<file path="src/rtl/param_lock_if.sv">
// Handshake bundle for the combination lock: digit entry and control
// strobes towards the lock, state and counters back from it.
interface param_lock_if #(
   parameter int DIGIT_W = 4
);
   logic [DIGIT_W-1:0] digit_in;
   logic               digit_vld;
   logic               clear;
   logic               relock;
   logic               prog;
   logic [2:0]         status;
   logic [3:0]         digit_idx;
   logic [3:0]         fail_cnt;
   logic               bad_digit;

   modport master (
      output digit_in, digit_vld, clear, relock, prog,
      input  status, digit_idx, fail_cnt, bad_digit
   );

   modport slave (
      input  digit_in, digit_vld, clear, relock, prog,
      output status, digit_idx, fail_cnt, bad_digit
   );
endinterface

</file>
<file path="src/rtl/param_lock.sv">
// Programmable digit combination lock with failed-attempt lockout and an
// in-field code programming mode reachable only from OPEN.
module param_lock #(
   parameter int                            N_DIGITS    = 6,
   parameter int                            DIGIT_W     = 4,
   parameter logic [N_DIGITS*DIGIT_W-1:0]   CODE_RST    = 24'h722297,
   parameter int                            MAX_FAILS   = 3,
   parameter int                            LOCK_CYCLES = 16
) (
   input logic        clk,
   input logic        rst_n,
   param_lock_if.slave bus
);
   localparam int CODE_W = N_DIGITS * DIGIT_W;
   localparam int LCW    = (LOCK_CYCLES > 1) ? $clog2(LOCK_CYCLES) : 1;
   localparam logic [DIGIT_W-1:0] DIGIT_MAX = DIGIT_W'(9);
   localparam logic [3:0]         IDX_LAST  = 4'(N_DIGITS - 1);
   localparam logic [3:0]         FAIL_MAX  = 4'(MAX_FAILS);
   localparam logic [LCW-1:0]     LOCK_LOAD = LCW'(LOCK_CYCLES - 1);

   typedef enum logic [2:0] {
      ST_ENTRY   = 3'd0,
      ST_OPEN    = 3'd1,
      ST_CLOSED  = 3'd2,
      ST_LOCKOUT = 3'd3,
      ST_PROGRAM = 3'd4
   } state_t;

   state_t             state_q, state_d;
   logic [3:0]         idx_q, idx_d;
   logic [3:0]         fail_q, fail_d;
   logic               mis_q, mis_d;
   logic [LCW-1:0]     lock_q, lock_d;
   logic [CODE_W-1:0]  code_q, code_d;
   logic [CODE_W-1:0]  shadow_q, shadow_d;

   logic [DIGIT_W-1:0] stored_digit_s;
   logic               digit_bad_s;
   logic               digit_miss_s;

   // Digit classification against the stored code (digit 0 sits in the MSBs).
   always_comb begin
      digit_bad_s    = (bus.digit_in > DIGIT_MAX);
      stored_digit_s = code_q[(N_DIGITS - 1 - int'(idx_q)) * DIGIT_W +: DIGIT_W];
      digit_miss_s   = digit_bad_s || (bus.digit_in != stored_digit_s);
   end

   // Next-state and datapath updates for every lock state.
   always_comb begin
      state_d  = state_q;
      idx_d    = idx_q;
      fail_d   = fail_q;
      mis_d    = mis_q;
      lock_d   = lock_q;
      code_d   = code_q;
      shadow_d = shadow_q;
      case (state_q)
         ST_ENTRY: begin
            if (bus.digit_vld) begin
               if (idx_q == IDX_LAST) begin
                  idx_d = 4'd0;
                  mis_d = 1'b0;
                  if (!(mis_q || digit_miss_s)) begin
                     state_d = ST_OPEN;
                     fail_d  = 4'd0;
                  end else if ((fail_q + 4'd1) == FAIL_MAX) begin
                     state_d = ST_LOCKOUT;
                     fail_d  = fail_q + 4'd1;
                     lock_d  = LOCK_LOAD;
                  end else begin
                     state_d = ST_CLOSED;
                     fail_d  = fail_q + 4'd1;
                  end
               end else begin
                  idx_d = idx_q + 4'd1;
                  mis_d = mis_q || digit_miss_s;
               end
            end else begin
               state_d = ST_ENTRY;
            end
         end
         ST_OPEN: begin
            if (bus.relock) begin
               state_d = ST_ENTRY;
            end else if (bus.prog) begin
               state_d  = ST_PROGRAM;
               idx_d    = 4'd0;
               shadow_d = '0;
            end else begin
               state_d = ST_OPEN;
            end
         end
         ST_CLOSED: begin
            if (bus.clear) begin
               state_d = ST_ENTRY;
            end else begin
               state_d = ST_CLOSED;
            end
         end
         ST_LOCKOUT: begin
            if (lock_q == '0) begin
               state_d = ST_ENTRY;
               fail_d  = 4'd0;
            end else begin
               lock_d = lock_q - LCW'(1);
            end
         end
         ST_PROGRAM: begin
            if (!bus.digit_vld) begin
               state_d = ST_PROGRAM;
            end else if (digit_bad_s) begin
               // Abort: nothing of this pass may reach the stored code.
               state_d  = ST_OPEN;
               idx_d    = 4'd0;
               shadow_d = '0;
            end else if (idx_q == IDX_LAST) begin
               state_d  = ST_ENTRY;
               idx_d    = 4'd0;
               code_d   = {shadow_q[CODE_W-DIGIT_W-1:0], bus.digit_in};
               shadow_d = '0;
            end else begin
               idx_d    = idx_q + 4'd1;
               shadow_d = {shadow_q[CODE_W-DIGIT_W-1:0], bus.digit_in};
            end
         end
         default: begin
            state_d = ST_ENTRY;
            idx_d   = 4'd0;
            mis_d   = 1'b0;
         end
      endcase
   end

   // State, counters and code storage.
   always_ff @(posedge clk or negedge rst_n) begin
      if (!rst_n) begin
         state_q  <= ST_ENTRY;
         idx_q    <= 4'd0;
         fail_q   <= 4'd0;
         mis_q    <= 1'b0;
         lock_q   <= '0;
         code_q   <= CODE_RST;
         shadow_q <= '0;
      end else begin
         state_q  <= state_d;
         idx_q    <= idx_d;
         fail_q   <= fail_d;
         mis_q    <= mis_d;
         lock_q   <= lock_d;
         code_q   <= code_d;
         shadow_q <= shadow_d;
      end
   end

   assign bus.status    = state_q;
   assign bus.digit_idx = idx_q;
   assign bus.fail_cnt  = fail_q;
   assign bus.bad_digit = bus.digit_vld & digit_bad_s;
endmodule

</file>
<file path="src/flat_wrapper.sv">
// flat-port wrapper written by rule: the top's interface ports become plain ports
module param_lock_flat 
#(
   parameter int                            N_DIGITS    = 6,
   parameter int                            DIGIT_W     = 4,
   parameter logic [N_DIGITS*DIGIT_W-1:0]   CODE_RST    = 24'h722297,
   parameter int                            MAX_FAILS   = 3,
   parameter int                            LOCK_CYCLES = 16
)
  (clk, rst_n, bus_digit_in, bus_digit_vld, bus_clear, bus_relock, bus_prog, bus_status, bus_digit_idx, bus_fail_cnt, bus_bad_digit);
  param_lock_if #(.DIGIT_W(DIGIT_W)) bus_i ();
  input logic clk;
  input logic rst_n;
  input wire logic [$bits(bus_i.digit_in)-1:0] bus_digit_in;
  input wire logic [$bits(bus_i.digit_vld)-1:0] bus_digit_vld;
  input wire logic [$bits(bus_i.clear)-1:0] bus_clear;
  input wire logic [$bits(bus_i.relock)-1:0] bus_relock;
  input wire logic [$bits(bus_i.prog)-1:0] bus_prog;
  output wire logic [$bits(bus_i.status)-1:0] bus_status;
  output wire logic [$bits(bus_i.digit_idx)-1:0] bus_digit_idx;
  output wire logic [$bits(bus_i.fail_cnt)-1:0] bus_fail_cnt;
  output wire logic [$bits(bus_i.bad_digit)-1:0] bus_bad_digit;
  assign bus_i.digit_in = bus_digit_in;
  assign bus_i.digit_vld = bus_digit_vld;
  assign bus_i.clear = bus_clear;
  assign bus_i.relock = bus_relock;
  assign bus_i.prog = bus_prog;
  assign bus_status = bus_i.status;
  assign bus_digit_idx = bus_i.digit_idx;
  assign bus_fail_cnt = bus_i.fail_cnt;
  assign bus_bad_digit = bus_i.bad_digit;
  param_lock #(.N_DIGITS(N_DIGITS), .DIGIT_W(DIGIT_W), .CODE_RST(CODE_RST), .MAX_FAILS(MAX_FAILS), .LOCK_CYCLES(LOCK_CYCLES)) u_core (.clk(clk), .rst_n(rst_n), .bus(bus_i));
endmodule
</file>
<file path="config.mk">
export PLATFORM = sky130hd
export DESIGN_NAME = param_lock_flat
export DESIGN_NICKNAME = d
export VERILOG_FILES = /design/src/rtl/param_lock_if.sv /design/src/rtl/param_lock.sv /design/src/flat_wrapper.sv
export SDC_FILE = /design/constraint.sdc
export NUM_CORES = 1
export LEC_CHECK = 0
export BUFFER_PORTS_ARGS = -buffer_cell sky130_fd_sc_hd__buf_2
export CAP_MARGIN = 20
export CORE_MARGIN = 1
export CORE_UTILIZATION = 54
export CTS_CLUSTER_DIAMETER = 30
export DETAILED_ROUTE_END_ITERATION = 10
export PLACE_DENSITY = 0.76
export SLEW_MARGIN = 20
export SYNTH_ARGS = -nofsm -noshare
export SYNTH_HDL_FRONTEND = slang
export SYNTH_SLANG_ARGS = --single-unit
</file>
<file path="constraint.sdc">
create_clock -name clk -period 2.57 [get_ports clk]
set_input_delay 0.514 -clock clk [delete_from_list [all_inputs] [get_ports clk]]
set_output_delay 0.514 -clock clk [all_outputs]
set_load 0.02 [all_outputs]
</file>
### Word level (Yosys, flattened, before mapping)

Cells that the tools add are included.

| word-level totals | value |
|---|---|
| register bits | 60 |
| input port bits | 10 |
| output and inout bits | 12 |
| word-level logic and storage cells | 89 |

| operators by class | value |
|---|---|
| add/sub/neg operators | 4 |
| $lt $le $gt $ge | 1 |
| eq/ne operators | 18 |
| shift operators | 1 |
| mux-type cells | 39 |
| bitwise gates (word level) | 4 |
| reductions and logical operators | 15 |

Operator list:

| cell | number |
|---|---|
| two-way mux 20 bit | 5 |
| two-way mux 4 bit | 15 |
| case mux 20 bit (2 select lines) | 1 |
| variable part select 24 x 32 -> 4 bit | 1 |
| two-way mux 3 bit | 9 |
| case mux 4 bit (2 select lines) | 2 |
| case mux 4 bit (4 select lines) | 1 |
| case mux 3 bit (5 select lines) | 1 |
| AND reduction 4 bit | 3 |
| inequality test 2 bit, second input constant | 5 |
| adder 4 x 1 -> 4 bit, second input constant | 2 |
| inequality test 2 x 1 -> 1 bit, second input constant | 4 |
| equality test 3 x 2 -> 1 bit, second input constant | 2 |
| AND reduction 6 bit | 1 |
| AND reduction 5 bit | 1 |
| subtractor 3 x 4 -> 5 bit, first input constant | 1 |
| equality test 4 x 2 -> 1 bit, second input constant | 1 |
| equality test 4 x 3 -> 1 bit, second input constant | 1 |
| greater-than comparator 4 bit, second input constant | 1 |
| logical NOT 4 bit | 1 |
| inequality test 4 x 2 -> 1 bit, second input constant | 1 |
| inequality test 4 bit | 1 |
| nonzero test 2 bit | 2 |
| OR reduction 4 bit | 1 |
| other kinds (14) | 19 |

### Logic depth before layout (Yosys ltp)

Gate-level depths: netlist (run 1).

| logic depth | value |
|---|---|
| word-level depth | 9 |
| depth in mapped cells | 11 |
| mapped depth without buffers | 9 |

### Worst setup path after synthesis (run 1)

Ideal clock, no wire load.

| timing | value |
|---|---|
| kind | reg-to-reg |
| start point | register u_core.idx_q[1] (netlist: u_core.bus.digit_idx[1]) |
| end point | register u_core.state_q[1] (netlist: u_core.bus.status[1]) |
| library setup time | 131 ps |
| arrival time | 2835 ps |
| required time | 2439 ps |
| slack | -397 ps |
| cell stages (with the launch flop) | 11 |
| path buffers | 2 |
| period minus slack after synthesis | 2967 ps |
| cells stage by stage | dfrtp_1 buf_6 inv_1 ha_1 buf_4 mux2i_1 o32ai_1 a211oi_1 or4b_4 o31a_1 or3_1 |

| on the way | value |
|---|---|
| cells in the longest elaborated chain, start to end | 9 |
| elaborated cells between the ends (all ways) | 13 |
| those cells by class | add/sub: 1; eq/ne: 4; shift: 1; mux: 4; reduce/logical: 3 |

RTL lines:

| element | line | text |
|---|---|---|
| from (decl) | param_lock.sv:30 | `logic [3:0] idx_q, idx_d;` |
| from (signal assigned) | param_lock.sv:146 | `idx_q <= idx_d;` |
| subtractor 3 x 4 -> 5 bit | param_lock.sv:44 | `stored_digit_s = code_q[(N_DIGITS - 1 - int'(idx_q)) * DIGIT_W +: DIGIT_W];` |
| variable part select 24 x 32 -> 4 bit | param_lock.sv:44 |  |
| inequality test 4 bit | param_lock.sv:45 | `digit_miss_s = digit_bad_s \|\| (bus.digit_in != stored_digit_s);` |
| logical OR 1 bit | param_lock.sv:45 |  |
| logical OR 1 bit | param_lock.sv:63 | `if (!(mis_q \|\| digit_miss_s)) begin` |
| two-way mux 3 bit | param_lock.sv:63 |  |
| two-way mux 3 bit | param_lock.sv:60 | `if (idx_q == IDX_LAST) begin` |
| two-way mux 3 bit | param_lock.sv:59 | `if (bus.digit_vld) begin` |
| case mux 3 bit (5 select lines) | param_lock.sv:57 | `case (state_q)` |
| to (signal assigned) | param_lock.sv:145 | `state_q <= state_d;` |
| to (decl) | param_lock.sv:29 | `state_t state_q, state_d;` |

Several ways; a longest one is shown, not always the timed one. The select of a mux whose other input is x is not followed.
A chain may end at the register's enable or synchronous reset.

### Worst setup path after layout (run 1)

Ends and elaborated chain as after synthesis.

==> metrics.yaml, run 1 <==
outcome: "finished with violations"
violations: "negative setup slack"
setup_tns_ps: -179
die_w_um: 76.0
wl_met3_um: 308
top_layer: "met4"
rr_worst_depth: 7
power_frac_comb_pct: 24.2
dr.pass1.iters: 4
drt_iter0_markers: 98
final_nets: 303
area_growth_pct: 18.0
power.share.clock_pct: 33.9
maxSlewHeadroom_pct: 54.1
fmax_ghz: 0.374
core_area_mm2: 0.00520
grt_max_degree: 32
critical_path_class: "reg2reg"
finalMaxSlewViolations: 0
worst_setup_path_start_kind: "flop"
cts-root-buf: "clkbuf_8"
drive_above_1_share_pct: 38.1
wl_per_cell_um: 16.8
fillCellCount: 409
synthXorXnorAreaFrac_pct: 0.888
required_ps: 2790
setup_violations: 4
synth.distinct_cells: 47
min_path_type: "in2async"
drcViolationCount: 0
syn_nets: 270
cts_tree: "done"
io_buffers: 21
clockBufferDepth: 2
wl_met1_mm: 2.83
grt_first_pass_wirelength_mm: 10.3
hpwlAfterDp_mm: 4.06
synth_seq_area_share_pct: 51.2
grt_pass1_vias: 2078
grt_use_total_pct: 23.3
cts_htree_levels: 3
max_cap_viol_count: 0
wl_met2_mm: 2.85
synthCells: 253
rsz0062_at_grt: "yes"
yosys_warnings: 0
r2r_end: "u_core.bus.status[1]"
synthesis.area_mm2: 0.00296
rr_startpoint: "u_core.bus.digit_idx[1]"
finalCritPeriodShare_pct: 104
yosys.area_share.adder_pct: 2.96
switchingPower_uw: 781
die_area_mm2: 0.00578
antenna_found_initial: 0
synthArstFlopShare_pct: 100
clkLatencyLatePin_ps: 340
cts.sinks: 60
cp_data_arrival_time_ps: 2890
grt.overflow.total: 0
period_minus_slack_ps: 2670
syn_area_per_cell_um2: 11.7
max_slew.worst_pin.slew_ps: 688
cp_max_fo: 7
synth_edf_count: 0
start_util_pct: 56.9
cts_buffers: 9
rrSetupSlack_ps: -100
hold_ws_ps: 216
viasPerCell: 5.93
num_vias: 2140
ant_nets: 0
p_int_mw: 1.74
finalWirelength_mm: 6.06
synth-compound-area-share_pct: 16.7
cts_setup_buffers: 0
clkSlewWorstSetupHoldPaths_ps: 70
diodes: 0
synth_top_family_by_area: "compound AO/OA/AOI/OAI gates"
synth_ff_type: "dfrtp_1"
fin_skew_ps: 4.89
synth-simple-area-share_pct: 10.8
io_pins: 22
ir_drop_mv: 0.610
gp_congestion: 0.886
finalHoldViolCount: 0
end_kind: "flop"
power_leakage_nw: 1.65
pre_cts_ws_ps: -54.1
p_sw_share_pct: 30.9
synthMuxAreaShare_pct: 14.2
ys_seq_elements: 60
power.density_mw_per_mm2: 722
seqPwrFrac_pct: 41.9
endpoint: "u_core.bus.status[1]"
crit_path_start: "u_core.bus.digit_idx[1]"
placementRows: 26
timing.final.ws_setup_ps: -101
die_y_um: 76.0
final_util_pct: 67.1
==> flip-flops by register name, indices dropped and copies added, names as in the netlist <==
register / count
u_core.shadow_q: 20
u_core.code_q: 24
u_core.bus.fail_cnt: 4
u_core.bus.status: 3
u_core.mis_q: 1
u_core.bus.digit_idx: 4
u_core.lock_q: 4
==> cell families after synthesis <==
family | after synthesis
AO/OA/AOI/OAI | 64
multiplexers | 38
flip-flops | 60
adder cells (fa/ha/maj) | 7
AND/OR/NAND/NOR | 60
XOR/XNOR | 3
buffers and inverters | 21
==> critical path: stages, from the launching register on <==
cell,delay [ps]
dfrtp_2,430
ha_1,220
a211o_4,350
o31ai_2,180
o31ai_1,100
or4b_4,530
o31a_1,410
or3_1,330
==> Yosys cell counts, drive strengths merged (3+ instances only) <==
library cell,count,area [um^2]
o31ai,5,42.5
a211oi,3,22.5
o2bb2ai,3,26.3
nand2,14,52.6
dfrtp,49,1230
ha,7,87.6
nor2,9,33.8
buf,3,26.3
nand2b,3,18.8
nor3,8,40.0
o21ai,9,45.0
mux2,33,372
clkbuf,9,33.8
dfstp,11,289
a21oi,7,35.0
inv,9,33.8
a22o,23,201
mux2i,5,50.1
nand3,8,40.0
nand3b,3,22.5
==> repair_timing <==
| item | in CTS | in global routing |
|---|---|---|
| hold buffers | 0 | 0 |
| pin swaps | 0 | 7 |
| endpoints found under the setup margin | 6 | 10 |
| resized for setup | 4 | 12 |
==> power by group through the flow <==
stage	Sequential [mW]	Clock [mW]	Combinational, mW
after floorplan	1.10	0	0.342
after detailed placement	1.07	0	0.555
final	1.06	0.856	0.610
after CTS	1.05	0.874	0.583
after global placement	1.07	0	0.545
after global routing	1.06	0.923	0.668
==> cell type report <==
cell class | count | area [um^2] | area share [%]
well taps | 70 | 87.6 | 2.51
flip-flops and latches | 60 | 1520 | 43.5
clock buffers | 10 | 138 | 3.94
inverters | 9 | 33.8 | 0.967
multi-input cells | 172 | 1430 | 41.0
repair buffers | 34 | 219 | 6.27
clock inverters | 6 | 63.8 | 1.83
==> stage by stage <==
step / cell area, um^2 / instances / power [mW]
2_1_floorplan: 2980 / 253 / 1.45
3_3_place_gp: 3230 / 345 / 1.61
3_5_place_dp: 3230 / 345 / 1.63
4_1_cts: 3450 / 361 / 2.51
5_1_grt: 3490 / 361 / 2.65
6_report: 3490 / 361 / 2.52
==> cells in the final DEF, fill, tap and decap left out, types with 2 or more instances in the layout <==
cell type,count
a22o_1,23
nor3_1,5
dfrtp_2,3
a211oi_1,3
dfstp_2,11
o211ai_1,2
nor3_2,2
mux2i_1,5
o2bb2ai_1,2
buf_2,21
o31ai_1,4
mux2_4,3
dfrtp_1,46
mux2_2,30
ha_1,6
a21oi_1,6
nand3b_1,3
clkbuf_8,10
clkinv_2,2
nor2_1,9
buf_4,11
and3_1,2
clkinvlp_4,2
o21ai_0,8
inv_1,8
nor4_1,2
nor4b_1,2
nand3_1,8
o31a_1,2
nand2b_1,3
xnor2_1,2
or3_1,2
nand2_1,14
==> worst min-delay path by stage <==
stage | endpoint | cells after the start
floorplan | u_core.bus.digit_idx[0] | 0
global placement | u_core.code_q[2] | 2
detailed placement | u_core.code_q[2] | 2
CTS | u_core.shadow_q[17] | 1
global route | u_core.mis_q | 1
finish | u_core.bus.digit_idx[0] | 1
==> per-layer routing <==
layer  up-vias  GRT usage, %
met5         -             0
met1      1066          31.1
li1       1015             -
met3         9          8.26
met2        50          35.2
met4         0          8.65
No activity file was read; power rests on OpenSTA's default activity.
==> run 2: changes to the inputs <==
CORE_UTILIZATION = 35   (was 54)
GPL_TIMING_DRIVEN = 0   (was not set)
PLACE_DENSITY = not set   (was 0.76)
==> run 2 against run 1 <==
  * The run still ends with negative setup slack left
  * Sequential cell count stayed put
  * Combinational power is 20% higher
  * Cell area is 3.9% higher
  * Utilization is 23 points lower
  * Wire length is 10% higher
  * Clock power is 10% higher
  * Clock-buffer cell count is 1 higher
  * Critical path type unchanged
  * Critical endpoint is now u_core.bus.fail_cnt[3]
  * Largest power group unchanged
  * Highest routed layer unchanged
==> metrics.yaml, run 2 (synthesis gave the netlist of run 1 again) <==
top_regs: "u_core.code_q (24), u_core.shadow_q (20)"
critical_path_class: "reg2reg"
final_nets: 311
fillCellCount: 752
worst_setup_path_start_kind: "flop"
cts_buffers: 9
timing.final.ws_setup_ps: -195
required_ps: 2800
slowest_stage: "or4b_4"
rr_startpoint: "u_core.bus.digit_idx[1]"
setup_violations: 8
grt_use_total_pct: 16.8
drt_iter0_markers: 130
p_sw_share_pct: 30.3
top_register: "u_core.code_q"
placementRows: 33
max_cap_viol_count: 0
wl_per_cell_um: 16.5
finalCritPeriodShare_pct: 108
power_frac_comb_pct: 26.8
drcViolationCount: 0
grt.overflow.total: 0
die_w_um: 94.0
met1_usage_pct: 23.6
finalHoldViolCount: 0
cts.sinks: 60
rrSetupSlack_ps: -190
drive_above_1_share_pct: 38.8
ant_nets: 0
clkLatencyLatePin_ps: 340
r2r_end: "u_core.bus.fail_cnt[3]"
switchingPower_uw: 827
rr_worst_depth: 9
cp_data_arrival_time_ps: 3000
grt_max_degree: 61
period_minus_slack_ps: 2760
path_buf_inv: 2
die_y_um: 94.0
outcome: "finished with violations"
cts_tree: "done"
grt_pass1_vias: 2099
final_cell_mix: "47 x dfrtp_1, 31 x mux2_2, 23 x a22o_1"
finalWirelength_mm: 6.66
area_growth_pct: 22.6
antenna_found_initial: 0
cp_max_fo: 5
crit_cells: 9
largest_reg_flops: 24
hpwlAfterDp_mm: 4.28
rsz0062_at_grt: "yes"
busiest_layer: "met2"
power.share.clock_pct: 34.5
viasPerCell: 5.31
crit_chain: "buf_6 -> ha_4 -> a211o_4 -> o31ai_2 -> o31ai_1 -> or4b_4 -> o31a_1 -> buf_4 -> a22o_1"
use_met3_pct: 3.16
fmax_ghz: 0.362
p_int_mw: 1.90
maxSlewHeadroom_pct: 49.8
mostFrequentLayoutCell: "dfrtp_1"
power.density_mw_per_mm2: 752
pre_cts_ws_ps: -437
start_util_pct: 36.0
finalMaxSlewViolations: 0
min_path_type: "in2async"
dr.pass1.iters: 4
seqPwrFrac_pct: 38.7
clkSlewWorstSetupHoldPaths_ps: 70
diodes: 0
clockBufferDepth: 2
grt_first_pass_wirelength_mm: 10.9
max_slew.worst_pin.slew_ps: 752
cts_htree_levels: 3
core_area_mm2: 0.00822
fin_skew_ps: 5.99
violations: "negative setup slack"
die_area_mm2: 0.00883
use_met2_pct: 24.1
ir_drop_mv: 0.282
slowest_delay_ps: 570
critical-path-top-delay-family: "compound AO/OA/AOI/OAI gates"
cts-root-buf: "clkbuf_8"
gp_congestion: 0.809
setup_tns_ps: -984
io_buffers: 21
end_kind: "flop"
num_vias: 2146
io_pins: 22
power_leakage_nw: 1.70
[run 2: changes by cell type in the layout (fill, tap and decap cells not counted), sizes merged]
| cell | before | now |
|---|---|---|
| buf | 34 | 33 |
| bufinv | 1 | 2 |
| clkbuf | 10 | 20 |
| clkinvlp | 2 | 0 |
[run 2: per-layer routing]
| layer | vias to the layer above | wire [um] | share of wire (%) |
|---|---|---|---|
| met5 | - | 0 | 0 |
| met4 | 0 | 98 | 1.5 |
| met3 | 7 | 217 | 3.3 |
| met2 | 36 | 3000 | 45 |
| met1 | 1076 | 3350 | 50 |
| li1 | 1027 | - | - |
[run 2: through the flow]
step                instances  cell area, um^2  utilization [%]  hold slack [ps]  power (mW)
floorplan                 253             2980                -              218        1.45
finish                    404             3630             44.2              239        2.73
detailed placement        379             3220             39.2              477        1.61
global route              404             3630             44.2              305        2.85
CTS                       402             3590             43.7              269        2.74
global placement          379             3220             39.2              472        1.60
[run 2: area by class of cell]
class / count / area, um^2 / area share, %
repair buffers: 31 / 190 / 5.24
multi-input cells: 172 / 1480 / 40.7
plain buffers: 11 / 58.8 / 1.62
clock inverters: 5 / 75.1 / 2.07
inverters: 9 / 36.3 / 1.00
clock buffers: 11 / 141 / 3.90
flip-flops and latches: 60 / 1520 / 41.8
well taps: 105 / 131 / 3.62
[run 2: power groups by stage]
stage	sequential (mW)	combinational [mW]	clock (mW)
3_5_place_dp	1.07	0.531	0
3_3_place_gp	1.07	0.525	0
5_1_grt	1.07	0.783	1.00
2_1_floorplan	1.10	0.342	0
6_report	1.06	0.731	0.942
4_1_cts	1.06	0.719	0.959
[run 2: worst max-delay path by stage]
stage	startpoint	to	slack, ps
2_1_floorplan	u_core.bus.digit_idx[1]	u_core.bus.status[1]	-190
3_3_place_gp	u_core.bus.digit_idx[1]	u_core.bus.status[1]	-410
3_5_place_dp	u_core.bus.digit_idx[1]	u_core.bus.status[1]	-440
4_1_cts	u_core.bus.digit_idx[1]	u_core.bus.status[1]	-170
5_1_grt	u_core.bus.digit_idx[1]	u_core.bus.status[1]	-270
6_report	u_core.bus.digit_idx[1]	u_core.bus.fail_cnt[3]	-190
[run 2: timing repair]
item	4_1_cts	5_1_grt
gates resized for setup	20	9
hold buffers	0	0
buffers inserted	8	2
setup endpoints to repair	11	21
pin swaps	13	0
==> run 3: changes to the inputs <==
==> constraint.sdc (replaced) <==
create_clock -name clk -period 2.7 [get_ports clk]
set_input_delay 0.135 -clock clk [delete_from_list [all_inputs] [get_ports clk]]
set_output_delay 0.135 -clock clk [all_outputs]
set_load 0.02 [all_outputs]
==> run 3 against run 2 <==
  * The flow still finishes with violations (negative setup slack)
  * Worst hold slack got worse by 130 ps
  * Power fell by 3.9%
  * Non-clock buffer count did not move
  * Sequential cell count did not move
  * Die area did not move
  * Cell area fell by 0.72%
  * Critical path type unchanged
  * Critical endpoint is now u_core.bus.status[1]
  * Largest cell class unchanged
==> metrics.yaml, run 3 (synthesis gave the netlist of run 1 again) <==
outcome: "finished with violations"
violations: "negative setup slack"
hold_depth: 2
final_util_pct: 43.9
r2r_end: "u_core.bus.status[1]"
slowest_stage: "a222oi_1"
power_leakage_nw: 1.68
seqCellArea_mm2: 0.00152
mostFrequentLayoutCell: "dfrtp_1"
cp_data_arrival_time_ps: 2980
worst_setup_path_start_kind: "flop"
final_nets: 311
antenna_found_initial: 0
grt_max_degree: 61
min_path_type: "in2reg"
min_from: "bus_digit_in[0]"
dr.pass1.iters: 4
cts_buffers: 9
core_area_mm2: 0.00822
grt.overflow.total: 0
rr_startpoint: "u_core.bus.digit_idx[1]"
finalWirelength_mm: 6.67
max_slew.worst_pin.slew_ps: 762
critical_path_class: "reg2reg"
multi_input_area_mm2: 0.00145
fillCellCount: 770
timing.final.ws_setup_ps: -56.0
place_area_mm2: 0.00322
fmax_ghz: 0.363
period_minus_slack_ps: 2760
drcViolationCount: 0
power.density_mw_per_mm2: 728
grt_pass1_vias: 2160
max_cap_viol_count: 0
finalCritPeriodShare_pct: 102
cp_max_fo: 6
fin_cells: 404
cts_htree_levels: 3
viasPerCell: 5.37
num_vias: 2171
area_growth_pct: 21.7
ir_drop_mv: 0.294
gp_congestion: 0.812
setup_tns_ps: -105
die_area_mm2: 0.00883
grt_use_total_pct: 16.7
required_ps: 2930
power_mw: 2.62
hpwlAfterDp_mm: 4.31
finalHoldViolCount: 0
top_regs: "u_core.code_q (24), u_core.shadow_q (20)"
largest_reg_flops: 24
placementRows: 33
io_buffers: 21
end_kind: "flop"
placed_cells: 379
clockBufferDepth: 2
drt_iter0_markers: 88
crit_path_start: "u_core.bus.digit_idx[1]"
clkLatencyLatePin_ps: 350
io_pins: 22
rsz0062_at_grt: "yes"
maxSlewHeadroom_pct: 49.2
drive_above_1_share_pct: 36.5
die_w_um: 94.0
setup_violations: 4
top_register: "u_core.code_q"
start_util_pct: 36.0
wl_per_cell_um: 16.5
cts-root-buf: "clkbuf_8"
rrSetupSlack_ps: -60
die_y_um: 94.0
grt_first_pass_wirelength_mm: 10.9
finalMaxSlewViolations: 0
clkSlewWorstSetupHoldPaths_ps: 70
diodes: 0
final_cell_mix: "47 x dfrtp_1, 31 x mux2_2, 23 x a22o_1"
hold-path-endpoint: "u_core.shadow_q[0]"
crit_path_frequent_cell: "or3_1"
crit_chain: "buf_8 -> inv_4 -> ha_4 -> mux2_4 -> a222oi_1 -> or3_1 -> o311ai_4 -> o31a_1 -> or3_1"
fin_skew_ps: 9.36
fin_area_mm2: 0.00360
cts_tree: "done"
ant_nets: 0
rr_worst_depth: 9
cts.sinks: 60
slowest_delay_ps: 420
-- run 3: cell count changes in the layout (fill, tap and decap cells not counted), moves of 2 or more --
cell	delta
o31ai_2	-2
clkinvlp_4	+3
clkinv_2	-2
clkbuf_2	-2
o31ai_1	+2
-- run 3: final cells by class --
cell class / instances / area share (%)
sequential: 60 / 42.1
multi-input combinational: 172 / 40.2
timing repair buffer: 31 / 5.24
clock buffer: 10 / 3.82
tap: 105 / 3.65
clock inverter: 6 / 2.43
buffer: 11 / 1.56
inverter: 9 / 1.01
-- run 3: how the worst max path moves through the flow --
stage / cells past startpoint / to
floorplan: 10 / u_core.bus.status[1]
global placement: 10 / u_core.bus.status[1]
detailed placement: 10 / u_core.bus.status[1]
CTS: 8 / u_core.bus.status[1]
global route: 9 / u_core.bus.status[1]
finish: 9 / u_core.bus.status[1]
-- run 3: what timing repair did --
item                                    in CTS  in global routing
hold buffers                                 1                  0
endpoints found under the setup margin       9                  8
endpoints found under the hold margin       49                  0
setup buffers                                8                  1
pin swaps                                   11                  5
gates resized for setup                     13                  5
-- run 3: metrics by stage --
step	setup slack (ps)	hold slack, ps
after floorplan	-56.6	-161
after CTS	-68.9	92.2
after detailed placement	-297	259
after global placement	-266	448
after global routing	-144	96.5
final	-56.0	106
-- run 3: worst max-delay path, delay by kind of cell, from the launching register on --
family | cells | cell delay, ps
mux | 1 | 310
fa+ha+maj | 1 | 320
buf+inv | 2 | 140
compound gates | 3 | 940
flops | 1 | 390
simple gates | 2 | 540
-- run 3: metal layers --
metal,wire length [um],track usage [%],up-vias
li1,-,-,1025
met1,3280,22.3,1093
met2,3030,25.4,42
met3,213,2.91,11
met4,142,9.74,0
met5,0,0,-
-- run 3: power by group --
group | internal [mW] | total, mW | switching [mW] | leakage [nW]
clock network | 0.543 | 0.922 | 0.380 | 0.105
logic | 0.339 | 0.699 | 0.360 | 0.808
registers | 0.942 | 1.00 | 0.0607 | 0.771
